==> config.mk <==
export PLATFORM = sky130hd
export DESIGN_NAME = axi_tx_fifo_channel_flat
export DESIGN_NICKNAME = d
export VERILOG_FILES = /design/src/rtl/axi_tx_fifo_channel_if.sv /design/src/rtl/axi_tx_fifo_channel.sv /design/src/flat_wrapper.sv
export SDC_FILE = /design/constraint.sdc
export NUM_CORES = 1
export LEC_CHECK = 0
export CAP_MARGIN = 0
export CORE_ASPECT_RATIO = 1.25
export CORE_MARGIN = 3
export CORE_UTILIZATION = 50
export DETAILED_ROUTE_END_ITERATION = 10
export PLACE_DENSITY = 0.73
export SETUP_SLACK_MARGIN = 0.05
export SYNTH_ARGS = -nofsm -noshare
export SYNTH_HDL_FRONTEND = slang
export SYNTH_SLANG_ARGS = --single-unit
==> constraint.sdc <==
create_clock -name ACLK -period 4.65 [get_ports ACLK]
set_input_delay 0.93 -clock ACLK [delete_from_list [all_inputs] [get_ports ACLK]]
set_output_delay 0.93 -clock ACLK [all_outputs]
set_load 0.01 [all_outputs]
==> src/rtl/axi_tx_fifo_channel_if.sv <==
// Bus side of an AXI-style VALID/READY channel carrying a WIDTH-bit payload.
interface axi_tx_fifo_channel_if #(
  parameter int WIDTH = 8
);
  logic             VALID;
  logic [WIDTH-1:0] xDATA;
  logic             READY;

  modport master (output VALID, output xDATA, input READY);
  modport slave  (input VALID, input xDATA, output READY);
endinterface

==> src/rtl/axi_tx_fifo_channel.sv <==
// TX channel: DEPTH-entry FIFO feeding a VALID/READY bus, with supply backpressure,
// flush that never disturbs a stalled presented beat, and an accepted-beat counter.
module axi_tx_fifo_channel #(
  parameter  int WIDTH = 8,
  parameter  int DEPTH = 4,
  localparam int CW    = $clog2(DEPTH + 1)
) (
  input  logic                  ACLK,
  input  logic                  ARESETn,
  axi_tx_fifo_channel_if.master bus,
  input  logic [WIDTH-1:0]      tx_data,
  input  logic                  tx_en,
  output logic                  tx_hold,
  input  logic                  tx_flush,
  output logic [CW-1:0]         level,
  output logic [15:0]           beats
);

  localparam int AW = $clog2(DEPTH);

  localparam logic [1:0] ST_RST    = 2'd0;
  localparam logic [1:0] ST_EMPTY  = 2'd1;
  localparam logic [1:0] ST_ACTIVE = 2'd2;
  localparam logic [1:0] ST_FULL   = 2'd3;

  logic [1:0]       state, state_nxt;
  logic [AW-1:0]    wr_ptr, rd_ptr, wr_nxt, rd_nxt;
  logic [CW-1:0]    level_nxt;
  logic [WIDTH-1:0] mem [DEPTH];
  logic             push, pop, wr_en;

  // VALID comes only from registered level, so READY never reaches it combinationally.
  assign bus.VALID = (level != '0);
  assign bus.xDATA = bus.VALID ? mem[rd_ptr] : '0;
  assign tx_hold   = (state == ST_RST) || (state == ST_FULL);

  assign pop   = bus.VALID && bus.READY;
  assign push  = tx_en && !tx_hold;
  assign wr_en = push && !tx_flush;

  always_comb begin
    rd_nxt    = pop ? rd_ptr + AW'(1) : rd_ptr;
    wr_nxt    = wr_ptr;
    level_nxt = level;
    if (tx_flush) begin
      // A stalled head stays presented; everything behind it is dropped.
      if (bus.VALID && !bus.READY) begin
        wr_nxt    = rd_ptr + AW'(1);
        level_nxt = CW'(1);
      end else begin
        wr_nxt    = rd_nxt;
        level_nxt = '0;
      end
    end else begin
      if (wr_en) wr_nxt = wr_ptr + AW'(1);
      case ({wr_en, pop})
        2'b10:   level_nxt = level + CW'(1);
        2'b01:   level_nxt = level - CW'(1);
        default: level_nxt = level;
      endcase
    end

    if (level_nxt == '0)            state_nxt = ST_EMPTY;
    else if (level_nxt == CW'(DEPTH)) state_nxt = ST_FULL;
    else                            state_nxt = ST_ACTIVE;
  end

  always_ff @(posedge ACLK or negedge ARESETn) begin
    if (!ARESETn) begin
      state  <= ST_RST;
      wr_ptr <= '0;
      rd_ptr <= '0;
      level  <= '0;
      beats  <= '0;
    end else begin
      state  <= state_nxt;
      wr_ptr <= wr_nxt;
      rd_ptr <= rd_nxt;
      level  <= level_nxt;
      if (pop) beats <= beats + 16'd1;
    end
  end

  // Storage is payload only and needs no reset: nothing is presented while level is 0.
  always_ff @(posedge ACLK) begin
    if (wr_en) mem[wr_ptr] <= tx_data;
  end

  a_no_underflow: assert property (@(posedge ACLK) disable iff (!ARESETn)
    !(pop && (level == '0)));

  a_no_overflow: assert property (@(posedge ACLK) disable iff (!ARESETn)
    level <= CW'(DEPTH));

endmodule

==> src/flat_wrapper.sv <==
// flat-port wrapper written by rule: the top's interface ports become plain ports
module axi_tx_fifo_channel_flat 
#(
  parameter  int WIDTH = 8,
  parameter  int DEPTH = 4,
  localparam int CW    = $clog2(DEPTH + 1)
)
  (ACLK, ARESETn, tx_data, tx_en, tx_hold, tx_flush, level, beats, bus_VALID, bus_xDATA, bus_READY);
  axi_tx_fifo_channel_if #(.WIDTH(WIDTH)) bus_i ();
  input  logic ACLK;
  input  logic ARESETn;
  input  logic [WIDTH-1:0] tx_data;
  input  logic tx_en;
  output logic tx_hold;
  input  logic tx_flush;
  output logic [CW-1:0] level;
  output logic [15:0] beats;
  output wire logic [$bits(bus_i.VALID)-1:0] bus_VALID;
  output wire logic [$bits(bus_i.xDATA)-1:0] bus_xDATA;
  input wire logic [$bits(bus_i.READY)-1:0] bus_READY;
  assign bus_VALID = bus_i.VALID;
  assign bus_xDATA = bus_i.xDATA;
  assign bus_i.READY = bus_READY;
  axi_tx_fifo_channel #(.WIDTH(WIDTH), .DEPTH(DEPTH)) u_core (.ACLK(ACLK), .ARESETn(ARESETn), .bus(bus_i), .tx_data(tx_data), .tx_en(tx_en), .tx_hold(tx_hold), .tx_flush(tx_flush), .level(level), .beats(beats));
endmodule
==> tab_implementation.tex, run 1 <==
\begin{tabular}{lr}
\hline
Metric & Value \\
\hline
\multicolumn{2}{l}{\textbf{Clocking}} \\
Number of sinks on the clock net & 57 \\
Number of setup buffers added after CTS & 0 \\
Maximum clock insertion buffer count & 2 \\
CTS resizes & 0 \\
CTS Buf Count & 9 \\
Insertion delay to the later sink of the worst-skew pair & 0.33 ns \\
Clock transition at path regs & 0.07 ns \\
Cts-stage hold buffer count & 0 \\
Clock tree root buffer cell & sky130\_fd\_sc\_hd\_\_clkbuf\_8 \\
CTS tree & yes \\
H-tree depth & 3 \\
\multicolumn{2}{l}{\textbf{Routing}} \\
Violation count after the first detailed-routing iteration & 37 \\
Vias post-DR & 1,445 \\
Initial DRT Pass Iterations & 4 \\
Per-cell routed wire length & 16.6 µm \\
Total Wirelength & 4.55 mm \\
Remaining DRCs & 0 \\
Number of vias per cell & 5.27 \\
Antenna-violating nets left & 0 \\
\multicolumn{2}{l}{\textbf{GRT}} \\
Vias in the first global route & 1,604 \\
Total track usage & 18.6\% \\
Global-route wire length before repair & 7.78 mm \\
Initial antenna violation count & 0 \\
Largest net degree at the start of global routing & 26 \\
Overflow left after global routing & 0 \\
\multicolumn{2}{l}{\textbf{Synthesis}} \\
Number of warning messages in the yosys log & 0 \\
Synth cell types & 29 \\
Total standard cell area after synthesis & 2460 µm² \\
Multiplexer fraction of the synthesized cell area & 8.53\% \\
Mapped Avg Cell Area & 15.1 µm² \\
Main combinational cell family by area after synthesis & simple AND/OR/NAND/NOR gates \\
Fraction of the mapped netlist area in simple logic gates & 11.5\% \\
Share of the yosys chip area belonging to registers & 64.4\% \\
Xor and xnor fraction of the mapped netlist area & 7.82\% \\
Number of instances in the synthesized netlist & 163 \\
Number of storage elements in the synthesis netlist & 57 \\
Fraction of the mapped netlist area in compound gates & 2.54\% \\
Post-Synthesis Net Count & 183 \\
Fraction of the mapped netlist area in adder cells & 3.86\% \\
\multicolumn{2}{l}{\textbf{Finish}} \\
Layout Utilization & 68.4\% \\
Number of nets in the final layout & 231 \\
Top library cells by usage in the layout, fill and taps aside & 41 x sky130\_fd\_sc\_hd\_\_clkdlybuf4s50\_1, 32 x sky130\_fd\_sc\_hd\_\_edfxtp\_1, 25 x sky130\_fd\_sc\_hd\_\_dfrtp\_1, 19 x sky130\_fd\_sc\_hd\_\_xnor2\_1, 14 x sky130\_fd\_sc\_hd\_\_and2\_1 \\
P\&R area growth vs syn & 27.5\% \\
Leading cell type in the layout, fill and taps excluded & sky130\_fd\_sc\_hd\_\_clkdlybuf4s50\_1 \\
Number of antenna diodes & 0 \\
Proportion of layout cells with a drive suffix above 1 & 12.5\% \\
\multicolumn{2}{l}{\textbf{Hold path}} \\
Worst min-delay path startpoint & u\_core.beats[15] \\
Number of instances on the worst hold path & 1 \\
Endpoint with the worst hold slack & u\_core.beats[15] \\
Hold Crit Class & reg2reg \\
\multicolumn{2}{l}{\textbf{STA}} \\
Setup TNS & 0 ns \\
Period utilization & 70.1\% \\
Total count of hold-check failures in the final report & 0 \\
Max-slew headroom at the worst pin & 26.8\% \\
Number of setup violations in the final report & 0 \\
Maximum clock frequency & 307 MHz \\
Min cycle time layout & 3.26 ns \\
Unrepaired setup endpoints after global routing & false \\
Maximum clock skew at final layout & 0.0100 ns \\
Transition time of the tightest slew-check pin & 1.10 ns \\
Total count of max-transition violations in the final report & 0 \\
\multicolumn{2}{l}{\textbf{Pwr}} \\
Static Leakage & 1.20 nW \\
Worst voltage drop across the vdd grid & 375 µV \\
Power per Cell Area & 592 nW/µm² \\
\multicolumn{2}{l}{\textbf{Outcome}} \\
Result of the run & finished clean \\
\multicolumn{2}{l}{\textbf{Critical path}} \\
Worst Path Class, Setup & reg2out \\
Origin of the worst setup path & u\_core.rd\_ptr[0] \\
Critical path capture point type & output port \\
Slack of the worst reg-to-reg path & 2.19 ns \\
Worst flop-to-flop path endpoint & u\_core.state[1] \\
Data arrival time of the critical path & 2.33 ns \\
Worst reg-to-reg path cell count & 8 \\
Required arrival time at the worst endpoint & 3.72 ns \\
Critical Path Source Type & flip-flop \\
Startpoint of the worst register-to-register path & u\_core.level[2] \\
CP max FO & 12 \\
\multicolumn{2}{l}{\textbf{Floorplan}} \\
Starting utilization of the core area & 53.6\% \\
Ports & 42 \\
Height of the die & 84.5 µm \\
Core footprint & 4590 µm² \\
Core Rows & 27 \\
X dimension of the die & 68.8 µm \\
Die Outline Area & 5810 µm² \\
\multicolumn{2}{l}{\textbf{Place}} \\
Placer's final routability congestion estimate & 0.739 \\
DPL Wire Length & 3.20 mm \\
Count of buffers from port buffering & 41 \\
\multicolumn{2}{l}{\textbf{Job}} \\
Maximum Capacitance Violations & 0 \\
\hline
\end{tabular}
flip-flops by register name, summed over array words and instances, names as in the netlist:
signal         flops
u_core.wr_ptr      2
u_core.level       3
u_core.state       2
u_core.rd_ptr      2
u_core.beats      16
u_core.mem        32
logic make-up (layout without fill, tap and decap cells):
group                      Yosys count  after routing
AOI/OAI and AO/OA                    7              7
xor gates and xnor gates            22             22
adders and majority gates            7              7
buffers and inverters                9             62
DFF                                 57             57
muxes                               11             11
and+or+nand+nor                     50             50
synth_stat cells:
master / instances / share of area (%)
sky130_fd_sc_hd__and2_1: 14 / 3.6
sky130_fd_sc_hd__mux4_2: 8 / 7.3
sky130_fd_sc_hd__buf_2: 1 / 0.20
sky130_fd_sc_hd__edfxtp_1: 32 / 39
sky130_fd_sc_hd__xor2_1: 3 / 1.1
sky130_fd_sc_hd__dfrtp_1: 25 / 25
sky130_fd_sc_hd__and4_1: 2 / 0.71
sky130_fd_sc_hd__nand4_1: 2 / 0.51
sky130_fd_sc_hd__o31ai_4: 1 / 0.86
sky130_fd_sc_hd__nor3b_1: 1 / 0.30
sky130_fd_sc_hd__ha_1: 6 / 3.0
sky130_fd_sc_hd__nor3_4: 1 / 0.66
sky130_fd_sc_hd__a21oi_1: 3 / 0.61
sky130_fd_sc_hd__mux2i_1: 3 / 1.2
sky130_fd_sc_hd__or3_1: 1 / 0.25
sky130_fd_sc_hd__xnor2_1: 19 / 6.8
sky130_fd_sc_hd__nand3b_1: 1 / 0.30
sky130_fd_sc_hd__nor4b_1: 1 / 0.36
sky130_fd_sc_hd__nor3_2: 1 / 0.41
sky130_fd_sc_hd__nand3_1: 5 / 1.0
sky130_fd_sc_hd__inv_1: 5 / 0.76
sky130_fd_sc_hd__clkbuf_1: 3 / 0.46
sky130_fd_sc_hd__o21ai_0: 2 / 0.41
sky130_fd_sc_hd__nor2_1: 8 / 1.2
sky130_fd_sc_hd__nand2b_1: 1 / 0.25
sky130_fd_sc_hd__nand2_1: 11 / 1.7
sky130_fd_sc_hd__fa_1: 1 / 0.81
sky130_fd_sc_hd__o311ai_2: 1 / 0.66
sky130_fd_sc_hd__and3_1: 1 / 0.25
power by group:
group	internal [mW]	switching (mW)	total, mW	leakage (nW)
logic	0.361	0.262	0.623	0.483
clock network	0.299	0.186	0.485	0.106
registers	0.626	0.126	0.752	0.609
total	1.29	0.574	1.86	1.20
routing by layer:
metal | up-vias | GRT usage [%] | routed length, µm
met5 | - | 0 | 0
met4 | 0 | 7.98 | 66
met1 | 729 | 21.2 | 1780
li1 | 679 | - | -
met3 | 8 | 6.02 | 224
met2 | 29 | 31.3 | 2480
cell type report:
| class | instances | area (µm²) |
|---|---|---|
| timing repair buffer | 41 | 410 |
| clock buffer | 10 | 128 |
| sequential | 57 | 1590 |
| fill | 347 | 1450 |
| inverter | 5 | 18.8 |
| tap | 58 | 72.6 |
| clock inverter | 6 | 82.6 |
| multi-input combinational | 97 | 843 |
per-stage QoR:
stage / power (mW) / setup WS [ns] / cell area, µm² / instances / hold slack, ns
4_1_cts: 1.88 / 1.34 / 3140 / 274 / 0.488
2_1_floorplan: 1.10 / 2.13 / 2460 / 163 / 0.508
5_1_grt: 1.98 / 1.25 / 3140 / 274 / 0.513
3_3_place_gp: 1.36 / 1.59 / 2930 / 258 / 0.459
6_report: 1.86 / 1.39 / 3140 / 274 / 0.484
3_5_place_dp: 1.39 / 1.42 / 2930 / 258 / 0.482
worst max-delay path, cell delays in order, from the launching register on:
cell and delay [ns]:
sky130_fd_sc_hd__dfrtp_1 0.79, sky130_fd_sc_hd__mux4_2 0.58, sky130_fd_sc_hd__and2_1 0.17, sky130_fd_sc_hd__clkdlybuf4s50_1 0.47
how the worst max path moves through the flow:
stage	endpoint	slack, ns	cells after the start
4_1_cts	bus_xDATA[7]	1.34	3
3_3_place_gp	u_core.state[1]	1.59	9
6_report	bus_xDATA[7]	1.39	3
2_1_floorplan	u_core.state[1]	2.13	9
3_5_place_dp	u_core.state[1]	1.42	9
5_1_grt	bus_xDATA[7]	1.25	3
(Power assumes the default switching activity.)
==> inputs of run 2 (changes only) <==
==> constraint.sdc (replaced) <==
create_clock -name ACLK -period 3.3 [get_ports ACLK]
set_input_delay 0.66 -clock ACLK [delete_from_list [all_inputs] [get_ports ACLK]]
set_output_delay 0.66 -clock ACLK [all_outputs]
set_load 0.01 [all_outputs]
==> run 2 against run 1 <==
Against the previous run: combinational power is 42% higher; cell count increased by 1.1%; utilization down 0.54 points; critical endpoint is now bus_xDATA[2].
==> tab_implementation.tex, run 2 (same netlist as run 1, synthesis figures left out) <==
\begin{tabular}{lr}
\hline
Metric & Value \\
\hline
\multicolumn{2}{l}{\textbf{Floorplan}} \\
Die Outline Area & 5810 µm² (unchanged) \\
Ports & 42 (unchanged) \\
Core footprint & 4590 µm² (unchanged) \\
X dimension of the die & 68.8 µm (unchanged) \\
Core Rows & 27 (unchanged) \\
Height of the die & 84.5 µm (unchanged) \\
Starting utilization of the core area & 53.6\% (unchanged) \\
\multicolumn{2}{l}{\textbf{Critical path}} \\
Critical Path Source Type & flip-flop (unchanged) \\
Worst Path Class, Setup & reg2out (unchanged) \\
Critical path capture point type & output port (unchanged) \\
Worst reg-to-reg path cell count & 8 (unchanged) \\
Startpoint of the worst register-to-register path & u\_core.level[2] (unchanged) \\
Slack of the worst reg-to-reg path & 0.94 ns (was 2.19 ns) \\
CP max FO & 9 (was 12) \\
Data arrival time of the critical path & 2.20 ns (was 2.33 ns) \\
Worst flop-to-flop path endpoint & u\_core.state[1] (unchanged) \\
Required arrival time at the worst endpoint & 2.64 ns (was 3.72 ns) \\
\multicolumn{2}{l}{\textbf{Job}} \\
Maximum Capacitance Violations & 0 (unchanged) \\
\multicolumn{2}{l}{\textbf{STA}} \\
Min cycle time layout & 2.86 ns \\
Number of setup violations in the final report & 0 (unchanged) \\
Total count of max-transition violations in the final report & 0 (unchanged) \\
Smallest setup slack after layout & 0.439 ns (was 1.39 ns) \\
Maximum clock skew at final layout & 0.0112 ns (was 0.0100 ns) \\
Transition time of the tightest slew-check pin & 0.532 ns (was 1.10 ns) \\
Max-slew headroom at the worst pin & 64.5\% (was 26.8\%) \\
Period utilization & 86.7\% \\
Setup TNS & 0 ns (unchanged) \\
Maximum clock frequency & 350 MHz \\
Unrepaired setup endpoints after global routing & false (unchanged) \\
Total count of hold-check failures in the final report & 0 (unchanged) \\
\multicolumn{2}{l}{\textbf{Hold path}} \\
Worst min-delay path startpoint & u\_core.beats[15] (unchanged) \\
Hold Crit Class & reg2reg (unchanged) \\
Number of instances on the worst hold path & 1 (unchanged) \\
Endpoint with the worst hold slack & u\_core.beats[15] (unchanged) \\
\multicolumn{2}{l}{\textbf{Routing}} \\
Vias post-DR & 1,470 (was 1,445) \\
Antenna-violating nets left & 0 (unchanged) \\
Violation count after the first detailed-routing iteration & 70 (was 37) \\
Initial DRT Pass Iterations & 4 (unchanged) \\
Remaining DRCs & 0 (unchanged) \\
Number of vias per cell & 5.31 (was 5.27) \\
Total Wirelength & 4.37 mm (was 4.55 mm) \\
Per-cell routed wire length & 15.8 µm (was 16.6 µm) \\
\multicolumn{2}{l}{\textbf{Finish}} \\
Number of standard cells in the final layout excluding fillers & 277 (was 274) \\
Number of antenna diodes & 0 (unchanged) \\
Largest registers & u\_core.mem (32), u\_core.beats (16), u\_core.level (3) (unchanged) \\
Top library cells by usage in the layout, fill and taps aside & 41 x sky130\_fd\_sc\_hd\_\_clkdlybuf4s50\_1, 32 x sky130\_fd\_sc\_hd\_\_edfxtp\_1, 25 x sky130\_fd\_sc\_hd\_\_dfrtp\_1, 19 x sky130\_fd\_sc\_hd\_\_xnor2\_1, 14 x sky130\_fd\_sc\_hd\_\_and2\_1 (unchanged) \\
Flip-flop count of the largest register, all copies and words added & 32 (unchanged) \\
Layout Utilization & 67.8\% (was 68.4\%) \\
Leading cell type in the layout, fill and taps excluded & sky130\_fd\_sc\_hd\_\_clkdlybuf4s50\_1 (unchanged) \\
Register containing the most flip-flops in the final layout & u\_core.mem (unchanged) \\
P\&R area growth vs syn & 26.4\% (was 27.5\%) \\
Number of nets in the final layout & 234 (was 231) \\
Proportion of layout cells with a drive suffix above 1 & 13.7\% (was 12.5\%) \\
Fill cells & 356 (was 347) \\
\multicolumn{2}{l}{\textbf{Clocking}} \\
Clock transition at path regs & 0.07 ns (about the same) \\
Number of setup buffers added after CTS & 0 (unchanged) \\
Maximum clock insertion buffer count & 2 (unchanged) \\
Number of sinks on the clock net & 57 (unchanged) \\
CTS Buf Count & 9 (unchanged) \\
CTS resizes & 0 (unchanged) \\
Clock tree root buffer cell & sky130\_fd\_sc\_hd\_\_clkbuf\_8 (unchanged) \\
CTS tree & yes (unchanged) \\
H-tree depth & 3 (unchanged) \\
Insertion delay to the later sink of the worst-skew pair & 0.33 ns (about the same) \\
Cts-stage hold buffer count & 0 (unchanged) \\
\multicolumn{2}{l}{\textbf{GRT}} \\
Vias in the first global route & 1,579 (was 1,604) \\
Initial antenna violation count & 0 (unchanged) \\
Total track usage & 17.7\% (was 18.6\%) \\
Global-route wire length before repair & 7.48 mm (was 7.78 mm) \\
Overflow left after global routing & 0 (unchanged) \\
Largest net degree at the start of global routing & 26 (unchanged) \\
\multicolumn{2}{l}{\textbf{Place}} \\
Count of buffers from port buffering & 41 (unchanged) \\
Placed cell count & 261 (was 258) \\
Setup WS pre-CTS & 0.496 ns (was 1.42 ns) \\
Placer's final routability congestion estimate & 0.758 (was 0.739) \\
DPL Wire Length & 3.13 mm (was 3.20 mm) \\
\multicolumn{2}{l}{\textbf{Pwr}} \\
Static Leakage & 1.19 nW (was 1.20 nW) \\
Power per Cell Area & 788 nW/µm² (was 592 nW/µm²) \\
Worst voltage drop across the vdd grid & 544 µV (was 375 µV) \\
Total chip power & 2.46 mW (was 1.86 mW) \\
\multicolumn{2}{l}{\textbf{Outcome}} \\
Result of the run & finished clean (unchanged) \\
\hline
\end{tabular}
run 2: how the worst max path moves through the flow:
stage / from / to / slack (ns) / depth (start not counted)
after CTS: u_core.rd_ptr[0] / bus_xDATA[7] / 0.39 / 3
after global placement: tx_en / u_core.state[1] / 0.60 / 10
final: u_core.rd_ptr[0] / bus_xDATA[2] / 0.44 / 3
after detailed placement: tx_en / u_core.state[1] / 0.50 / 10
after floorplan: tx_flush / u_core.state[1] / 1.05 / 9
after global routing: u_core.rd_ptr[0] / bus_xDATA[2] / 0.29 / 3
run 2: layout make-up:
cell class,count,area [µm²],area share [%]
well taps,58,72.6,2.33
repair buffers,44,433,13.9
multi-input cells,97,843,27.1
clock inverters,6,35.0,1.12
inverters,5,18.8,0.602
clock buffers,10,128,4.09
flip-flops and latches,57,1590,50.9
run 2: layer usage:
layer	vias up	wire length [µm]	global-route usage, %
met5	-	0	0
met4	0	35	5.85
met3	4	233	7.50
met2	31	2330	28.0
met1	751	1770	21.8
li1	684	-	-
run 2: stage by stage:
step	hold slack, ns	cell area [µm²]
2_1_floorplan	0.364	2460
4_1_cts	0.485	3120
5_1_grt	0.522	3120
3_3_place_gp	0.460	2950
3_5_place_dp	0.476	2950
6_report	0.479	3120
run 2: report_power, final:
part | switching (mW) | total (mW) | internal, mW
Clock | 0.267 | 0.533 | 0.266
Sequential | 0.157 | 1.04 | 0.883
Combinational | 0.367 | 0.883 | 0.515
Total | 0.792 | 2.46 | 1.66
run 2: critical path: stages, from the launching register on:
cell,delay (ns)
sky130_fd_sc_hd__dfrtp_1,0.67
sky130_fd_sc_hd__mux4_2,0.57
sky130_fd_sc_hd__and2_1,0.16
sky130_fd_sc_hd__clkdlybuf4s50_1,0.47
